### src/rtl/config_dma_pkg.sv
// Shared types and constants for the configuration-read DMA path.
// Holds the splitter FSM state encoding, DW/request size constants,
// the tag type and the TLP sub-request payload struct.
package config_dma_pkg;

    localparam int unsigned DW_BYTES          = 4;
    localparam int unsigned MAX_CFG_REQ_BYTES = 4096;

    localparam int unsigned CFG_TAG_W    = 8;
    localparam int unsigned CFG_ADDR_W   = 32;
    localparam int unsigned CFG_LEN_W    = 12;
    // Remaining/outstanding byte counters must hold 4096, hence one bit over CFG_LEN_W.
    localparam int unsigned CFG_REM_W    = 13;
    localparam int unsigned TLP_LEN_DW_W = 10;
    localparam int unsigned CPL_LEN_DW_W = 3;

    typedef logic [CFG_TAG_W-1:0] cfg_tag_t;

    typedef enum logic [1:0] {
        IDLE     = 2'd0,
        CALC     = 2'd1,
        ISSUE    = 2'd2,
        WAIT_LOW = 2'd3
    } cfg_state_e;

    // Memory-read sub-request presented to the TX request engine.
    typedef struct packed {
        logic [CFG_ADDR_W-1:0]   addr;
        logic [TLP_LEN_DW_W-1:0] len_dw;
        cfg_tag_t                tag;
    } cfg_tlp_req_t;

endpackage

### src/rtl/cpl_credit_counter.sv
// Outstanding-bytes up/down counter for completion credit tracking.
// Ports:
//   clk, rst             - clock, synchronous active-high reset
//   inc_en, inc_bytes    - bytes added when a read request is accepted
//   dec_en, dec_bytes    - bytes removed when completion data returns
//   count                - registered outstanding byte count
//   err                  - sticky flag: a decrement exceeded the count (clamped to 0)
module cpl_credit_counter #(
    parameter int unsigned CNT_W = 13
) (
    input  logic             clk,
    input  logic             rst,
    input  logic             inc_en,
    input  logic [CNT_W-1:0] inc_bytes,
    input  logic             dec_en,
    input  logic [CNT_W-1:0] dec_bytes,
    output logic [CNT_W-1:0] count,
    output logic             err
);

    localparam int unsigned SUM_W = CNT_W + 1;

    logic [SUM_W-1:0] sum_c;
    logic [SUM_W-1:0] dec_c;
    logic             underflow_c;

    // Net update: increment and decrement landing in the same cycle both apply.
    always_comb begin
        sum_c       = SUM_W'(count) + (inc_en ? SUM_W'(inc_bytes) : '0);
        dec_c       = dec_en ? SUM_W'(dec_bytes) : '0;
        underflow_c = (sum_c < dec_c);
    end

    always_ff @(posedge clk) begin
        if (rst) begin
            count <= '0;
            err   <= 1'b0;
        end else if (underflow_c) begin
            count <= '0;
            err   <= 1'b1;
        end else begin
            count <= CNT_W'(sum_c - dec_c);
        end
    end

endmodule

### src/rtl/config_rd_req_splitter.sv
// Splits one configuration read request (up to 4096 bytes) into memory-read
// sub-requests that never exceed or cross a MAX_RD_REQ-aligned boundary,
// throttled by a completion-byte credit pool.
// Ports:
//   i_pcie_clk, i_rst                     - clock, synchronous active-high reset
//   i_rd_req/_addr/_len/_tag, o_rd_req_ack - level request from the controller, ack pulse at end
//   o_tlp_req/_addr/_len_dw/_tag, i_tlp_ack - sub-request handshake to the TX engine
//   i_cpl_valid/_tag/_len_dw               - completion data beats returning credit
//   o_outstanding, o_cpl_err               - outstanding bytes, sticky credit underflow flag
module config_rd_req_splitter
    import config_dma_pkg::*;
#(
    parameter int unsigned MAX_RD_REQ       = 512,
    parameter int unsigned CPL_CREDIT_BYTES = 2048
) (
    input  logic                    i_pcie_clk,
    input  logic                    i_rst,
    input  logic                    i_rd_req,
    input  logic [CFG_ADDR_W-1:0]   i_rd_req_addr,
    input  logic [CFG_LEN_W-1:0]    i_rd_req_len,
    input  logic [CFG_TAG_W-1:0]    i_rd_req_tag,
    output logic                    o_rd_req_ack,
    output logic                    o_tlp_req,
    output logic [CFG_ADDR_W-1:0]   o_tlp_addr,
    output logic [TLP_LEN_DW_W-1:0] o_tlp_len_dw,
    output logic [CFG_TAG_W-1:0]    o_tlp_tag,
    input  logic                    i_tlp_ack,
    input  logic                    i_cpl_valid,
    input  logic [CFG_TAG_W-1:0]    i_cpl_tag,
    input  logic [CPL_LEN_DW_W-1:0] i_cpl_len_dw,
    output logic [CFG_REM_W-1:0]    o_outstanding,
    output logic                    o_cpl_err
);

    localparam int unsigned OFF_W = $clog2(MAX_RD_REQ);
    localparam int unsigned SUM_W = CFG_REM_W + 1;

    cfg_state_e state_q, state_d;

    logic [CFG_ADDR_W-1:0] addr_q;
    logic [CFG_REM_W-1:0]  rem_q;
    logic [CFG_REM_W-1:0]  chunk_q;
    cfg_tag_t              tag_q;
    logic                  ack_q;

    logic [CFG_REM_W-1:0]  req_bytes_c;
    logic                  short_c;
    logic [CFG_REM_W-1:0]  room_c;
    logic [CFG_REM_W-1:0]  chunk_c;
    logic [SUM_W-1:0]      credit_sum_c;
    logic                  fits_c;
    logic                  last_c;
    logic                  tlp_accept_c;
    logic                  cpl_match_c;
    cfg_tlp_req_t          tlp_c;

    // Request decode: DW-granular length, 0 means a full 4 KB.
    always_comb begin
        req_bytes_c = (i_rd_req_len == '0) ? CFG_REM_W'(MAX_CFG_REQ_BYTES)
                                           : CFG_REM_W'({i_rd_req_len[CFG_LEN_W-1:2], 2'b00});
        short_c     = (i_rd_req_len != '0) && (i_rd_req_len[CFG_LEN_W-1:2] == '0);
    end

    // Chunk is clipped to the next MAX_RD_REQ-aligned boundary.
    always_comb begin
        room_c       = CFG_REM_W'(MAX_RD_REQ) - CFG_REM_W'(addr_q[OFF_W-1:0]);
        chunk_c      = (rem_q < room_c) ? rem_q : room_c;
        credit_sum_c = SUM_W'(o_outstanding) + SUM_W'(chunk_c);
        fits_c       = (credit_sum_c <= SUM_W'(CPL_CREDIT_BYTES));
        last_c       = (rem_q == chunk_q);
        tlp_accept_c = (state_q == ISSUE) && i_tlp_ack;
        cpl_match_c  = i_cpl_valid && (i_cpl_tag == tag_q);
    end

    // State register.
    always_ff @(posedge i_pcie_clk) begin
        if (i_rst) begin
            state_q <= IDLE;
        end else begin
            state_q <= state_d;
        end
    end

    // Next-state logic.
    always_comb begin
        state_d = state_q;
        case (state_q)
            IDLE:     if (i_rd_req)  state_d = short_c ? WAIT_LOW : CALC;
            CALC:     if (fits_c)    state_d = ISSUE;
            ISSUE:    if (i_tlp_ack) state_d = last_c ? WAIT_LOW : CALC;
            WAIT_LOW: if (!i_rd_req) state_d = IDLE;
            default:                 state_d = IDLE;
        endcase
    end

    // Request datapath: latched address, remaining bytes, chunk, tag and ack pulse.
    always_ff @(posedge i_pcie_clk) begin
        if (i_rst) begin
            addr_q  <= '0;
            rem_q   <= '0;
            chunk_q <= '0;
            tag_q   <= '0;
            ack_q   <= 1'b0;
        end else begin
            ack_q <= 1'b0;
            case (state_q)
                IDLE: begin
                    if (i_rd_req) begin
                        addr_q <= i_rd_req_addr & ~CFG_ADDR_W'(DW_BYTES - 1);
                        rem_q  <= req_bytes_c;
                        tag_q  <= i_rd_req_tag;
                        ack_q  <= short_c;
                    end
                end
                CALC: begin
                    chunk_q <= chunk_c;
                end
                ISSUE: begin
                    if (i_tlp_ack) begin
                        addr_q <= addr_q + CFG_ADDR_W'(chunk_q);
                        rem_q  <= rem_q - chunk_q;
                        ack_q  <= last_c;
                    end
                end
                default: ;
            endcase
        end
    end

    // Outputs decoded from registered state and datapath.
    always_comb begin
        tlp_c        = '0;
        tlp_c.addr   = addr_q;
        // A 4096-byte chunk encodes as len_dw 0 (1024 DW), matching TLP length encoding.
        tlp_c.len_dw = chunk_q[TLP_LEN_DW_W+1:2];
        tlp_c.tag    = tag_q;

        o_tlp_req    = (state_q == ISSUE);
        o_tlp_addr   = tlp_c.addr;
        o_tlp_len_dw = tlp_c.len_dw;
        o_tlp_tag    = tlp_c.tag;
        o_rd_req_ack = ack_q;
    end

    cpl_credit_counter #(
        .CNT_W (CFG_REM_W)
    ) u_cpl_credit_counter (
        .clk       (i_pcie_clk),
        .rst       (i_rst),
        .inc_en    (tlp_accept_c),
        .inc_bytes (chunk_q),
        .dec_en    (cpl_match_c),
        .dec_bytes (CFG_REM_W'({i_cpl_len_dw, 2'b00})),
        .count     (o_outstanding),
        .err       (o_cpl_err)
    );

endmodule

### config.mk
export PLATFORM = sky130hd
export DESIGN_NAME = config_rd_req_splitter
export DESIGN_NICKNAME = d
export VERILOG_FILES = /design/src/rtl/config_dma_pkg.sv /design/src/rtl/cpl_credit_counter.sv /design/src/rtl/config_rd_req_splitter.sv
export SDC_FILE = /design/constraint.sdc
export NUM_CORES = 1
export LEC_CHECK = 0
export CORE_MARGIN = 3
export CORE_UTILIZATION = 40
export CTS_CLUSTER_DIAMETER = 50
export CTS_CLUSTER_SIZE = 16
export DETAILED_ROUTE_END_ITERATION = 10
export GPL_ROUTABILITY_DRIVEN = 0
export GPL_TIMING_DRIVEN = 0
export MAX_ROUTING_LAYER = met4
export PLACE_DENSITY = 0.65
export SYNTH_ARGS = -nofsm -noshare
export SYNTH_HDL_FRONTEND = slang
export SYNTH_SLANG_ARGS = --single-unit
export TNS_END_PERCENT = 10
### constraint.sdc
create_clock -name i_pcie_clk -period 5.7 [get_ports i_pcie_clk]
set_input_delay 1.14 -clock i_pcie_clk [delete_from_list [all_inputs] [get_ports i_pcie_clk]]
set_output_delay 1.14 -clock i_pcie_clk [all_outputs]
set_load 0.02 [all_outputs]
==> metrics.md <==
| Metric | Value |
|---|---|
| Status | `finished, final reports clean` |
| Worst min-delay path category | `reg2reg` |
| Initial antenna violation count | `0` |
| RR Startpoint | `o_tlp_addr[0]` |
| Tmin final | `5.51 ns` |
| Root Driver | `clkbuf_16` |
| Crit-path cells | `clkdlybuf4s50_1 -> inv_1 -> nor2_4 -> buf_4 -> and2_1 -> ha_1 -> inv_1 -> fa_1 -> nor2b_1 -> o31a_2 -> nor2_1 -> ha_1 -> a211o_1 -> or4_4 -> o41ai_4 -> buf_4 -> nor2_1` |
| Netlist cell types | `69` |
| Post-Syn Instances | `896` |
| Met1 Usage GRT | `0.354` |
| Placeable Area | `16,800 um^2` |
| Peak Freq | `182 MHz` |
| Vias per inst | `5.82` |
| Die area | `18,900 um^2` |
| Critical path type | `in2reg` |
| Final nets | `1,177` |
| DRC errors left | `0` |
| Row count | `47` |
| Final core occ | `0.530` |
| CTS tree | `yes` |
| Mapped cell area | `6910 um^2` |
| Slowest CP cell | `or4_4` |
| M2 GR Usage | `0.386` |
| Reg clk slew, reported paths | `0.06 ns` |
| Top-Level Pins | `134` |
| Critical path launch point type | `input port` |
| Initial DRC count | `573` |
| Final period utilization | `0.966` |
| Largest family of logic cells by synthesized area | `compound AO/OA/AOI/OAI gates` |
| Adder-cell share of the synthesized area | `0.130` |
| Clk_lat worst skew | `0.35 ns` |
| DR WL/cell | `18.8 um` |
| Number of max-cap violations | `0` |
| Asr flop ratio synth | `0` |
| Multiplexer share of the synthesized area | `0.00145` |
| Peak supply drop | `0.194 mV` |
| CTS Buf Count | `9` |
| GRT Total Usage | `0.256` |
| CP peak stage delay | `0.58 ns` |
| Final Hold Viols | `0` |
| Most used DFF post-synth | `dfxtp_1` |
| Leakage | `0.00353 uW` |
| Reg power frac | `0.263` |
| Average instance area after synthesis | `7.71 um^2` |
| Grt met3 use | `0.0420` |
| DP HPWL | `18,500 um` |
| CP arrival | `5.75 ns` |
| FF+latch count, synth | `83` |
| FF-to-FF End | `state_q[0]` |
| Reg2Reg Depth | `22` |
| Port Buffer Count | `130` |
| Htree depth | `3` |
| Vias | `7,354` |
| Yosys warning count | `0` |
| Ant. Diodes | `0` |
| Area delta synth->final | `28.4%` |
| Switching portion of total power | `0.430` |
| Post-Synth Simple-Gate Area | `0.232` |
| Tightest Pin Transition | `1.27 ns` |
| Starting density of the core | `0.412` |
| Max-slew headroom | `0.149` |
| CTS Sinks | `83` |
| Combinational group share of total power | `0.535` |
| Net switching power | `1250 uW` |
| CTS Buffer Depth | `2` |
| Synth Area in Compound Gates | `0.274` |
| CP endpoint | `u_cpl_credit_counter.count[5]` |
| Fin worst setup slack | `0.194 ns` |
| Internal power | `1660 uW` |
| Layer carrying the most global-route usage | `met2` |
| Largest net degree at the start of global routing | `14` |
| Vias in the first global route | `6,851` |
| ANT nets after route | `0` |
| Critical Path Sink Type | `flop` |
| Synth Area in XOR/XNOR | `0.0659` |
| Critical Path Fanout Max | `10` |
| Area post-placement | `8500 um^2` |
| Final max-slew violation count | `0` |
| EDFF count, synth | `0` |
| Die X | `137 um` |
| Dpl ws | `-0.931 ns` |
| Final wirelength | `23,800 um` |
| Fin Clk Skew | `0.0108 ns` |
| Cell area after layout | `8880 um^2` |
| First-pass GRT wire length | `36,800 um` |
| # setup viols final | `0` |
| Post-synthesis sequential area ratio | `0.240` |
| Die height | `137 um` |
| Share of layout cells above drive strength 1 | `0.0575` |
| Reg2Reg Setup Slack | `0.20 ns` |
| Grt total ovfl | `0` |
| Clock network fraction of total power | `0.202` |
| PwrDens | `328 nW/um^2` |
| CP Data Required Time | `5.94 ns` |
| Critical Path Source | `i_tlp_ack` |
| DRT Pass-1 Iters | `5` |
## power groups by stage
stage	clock network, uW	registers (uW)	logic, uW
after global routing	619	776	1710
final	588	765	1560
after CTS	596	763	1490
after floorplan	0	797	987
after global placement	0	775	1460
after detailed placement	0	775	1470
## cell families after synthesis
logic type / after synthesis
adders and majority gates: 69
and+or+nand+nor: 322
buffers and inverters: 88
muxes: 1
DFF: 83
xor gates and xnor gates: 52
AOI/OAI and AO/OA: 280
other: 1
## area by class of cell
type	count	area [um^2]
Fill cell	1689	7880
Multi-Input combinational cell	727	4950
Sequential cell	83	1660
Timing Repair Buffer	133	1320
Tap cell	220	275
Buffer	46	234
Clock buffer	10	229
Inverter	40	150
Clock inverter	5	55.1
## sequential cells by signal (all words and copies together), names as in the netlist
register	cells
chunk_q	13
o_rd_req_ack	1
rem_q	13
state_q	2
o_tlp_tag	8
u_cpl_credit_counter.count	13
u_cpl_credit_counter.err	1
o_tlp_addr	32
## worst max-delay path: cells and delay by family
kind	cells	cell delay, ns
and+or+nand+nor	6	1.30
buffers and inverters	5	1.26
AOI/OAI and AO/OA	3	1.07
adders and majority gates	3	0.95
## synth_stat cells, drive strengths merged (4+ instances only)
cell | n | share of area
nor2 | 92 | 0.050
dfxtp | 83 | 0.24
a21oi | 69 | 0.050
nand2 | 69 | 0.037
ha | 64 | 0.12
o21ai | 55 | 0.040
inv | 40 | 0.022
clkbuf | 34 | 0.018
nor3 | 33 | 0.024
a211oi | 28 | 0.032
xnor2 | 26 | 0.033
xor2 | 26 | 0.033
nand3 | 24 | 0.017
a311oi | 20 | 0.025
and3 | 20 | 0.018
a31oi | 16 | 0.014
a21o | 14 | 0.015
buf | 13 | 0.014
nor4 | 13 | 0.012
o21a | 13 | 0.014
o31a | 12 | 0.015
or2 | 11 | 0.010
and2 | 9 | 0.0081
nand4 | 9 | 0.0081
nand2b | 8 | 0.0072
and4 | 7 | 0.0089
o211ai | 7 | 0.0083
a2111oi | 5 | 0.0063
fa | 5 | 0.014
nand3b | 5 | 0.0072
o41ai | 5 | 0.0074
or3 | 5 | 0.0045
or4 | 5 | 0.0060
a211o | 4 | 0.0051
nor2b | 4 | 0.0036
nor3b | 4 | 0.0043
o22ai | 4 | 0.0036
## layer usage
layer  up-vias  part of all wire
met5         -                 0
met3        35             0.070
met2       260              0.45
met4         0             0.024
met1      3452              0.46
li1       3607                 -
## cell usage in the layout (no fill, tap or decap), drive strengths merged, types with 17 or more instances in the layout
master / instances
clkbuf: 41
dfxtp: 83
clkdlybuf4s50: 130
a21oi: 69
nor2: 92
nand3: 24
o21ai: 55
inv: 40
ha: 64
a211oi: 28
and3: 20
buf: 17
nor3: 33
nand2: 69
a311oi: 20
xnor2: 26
xor2: 26
## repair_timing
item / in CTS / in global routing
endpoints found under the setup margin: 16 / 13
gates cloned: 0 / 0
pin swaps: 0 / 1
hold buffers: 0 / 0
resized for setup: 6 / 13
hold endpoints to repair: 0 / 0
setup buffers: 0 / 3
## worst min path at each step
| stage | depth (start not counted) | to | start |
|---|---|---|---|
| floorplan | 2 | rem_q[7] | rem_q[7] |
| global placement | 2 | o_tlp_tag[0] | o_tlp_tag[0] |
| detailed placement | 1 | u_cpl_credit_counter.err | u_cpl_credit_counter.err |
| CTS | 2 | o_tlp_tag[7] | o_tlp_tag[7] |
| global route | 2 | o_tlp_tag[7] | o_tlp_tag[7] |
| finish | 1 | u_cpl_credit_counter.err | u_cpl_credit_counter.err |
## stage by stage
step	instances	hold slack [ns]	TNS [ns]	total power, uW
2_1_floorplan	898	0.476	0	1780
3_5_place_dp	1248	0.464	-11.86	2250
4_1_cts	1263	0.488	0	2850
6_report	1264	0.482	0	2910
3_3_place_gp	1248	0.471	-11.75	2240
5_1_grt	1264	0.506	-0.0966	3100
(Power assumes the default switching activity.)
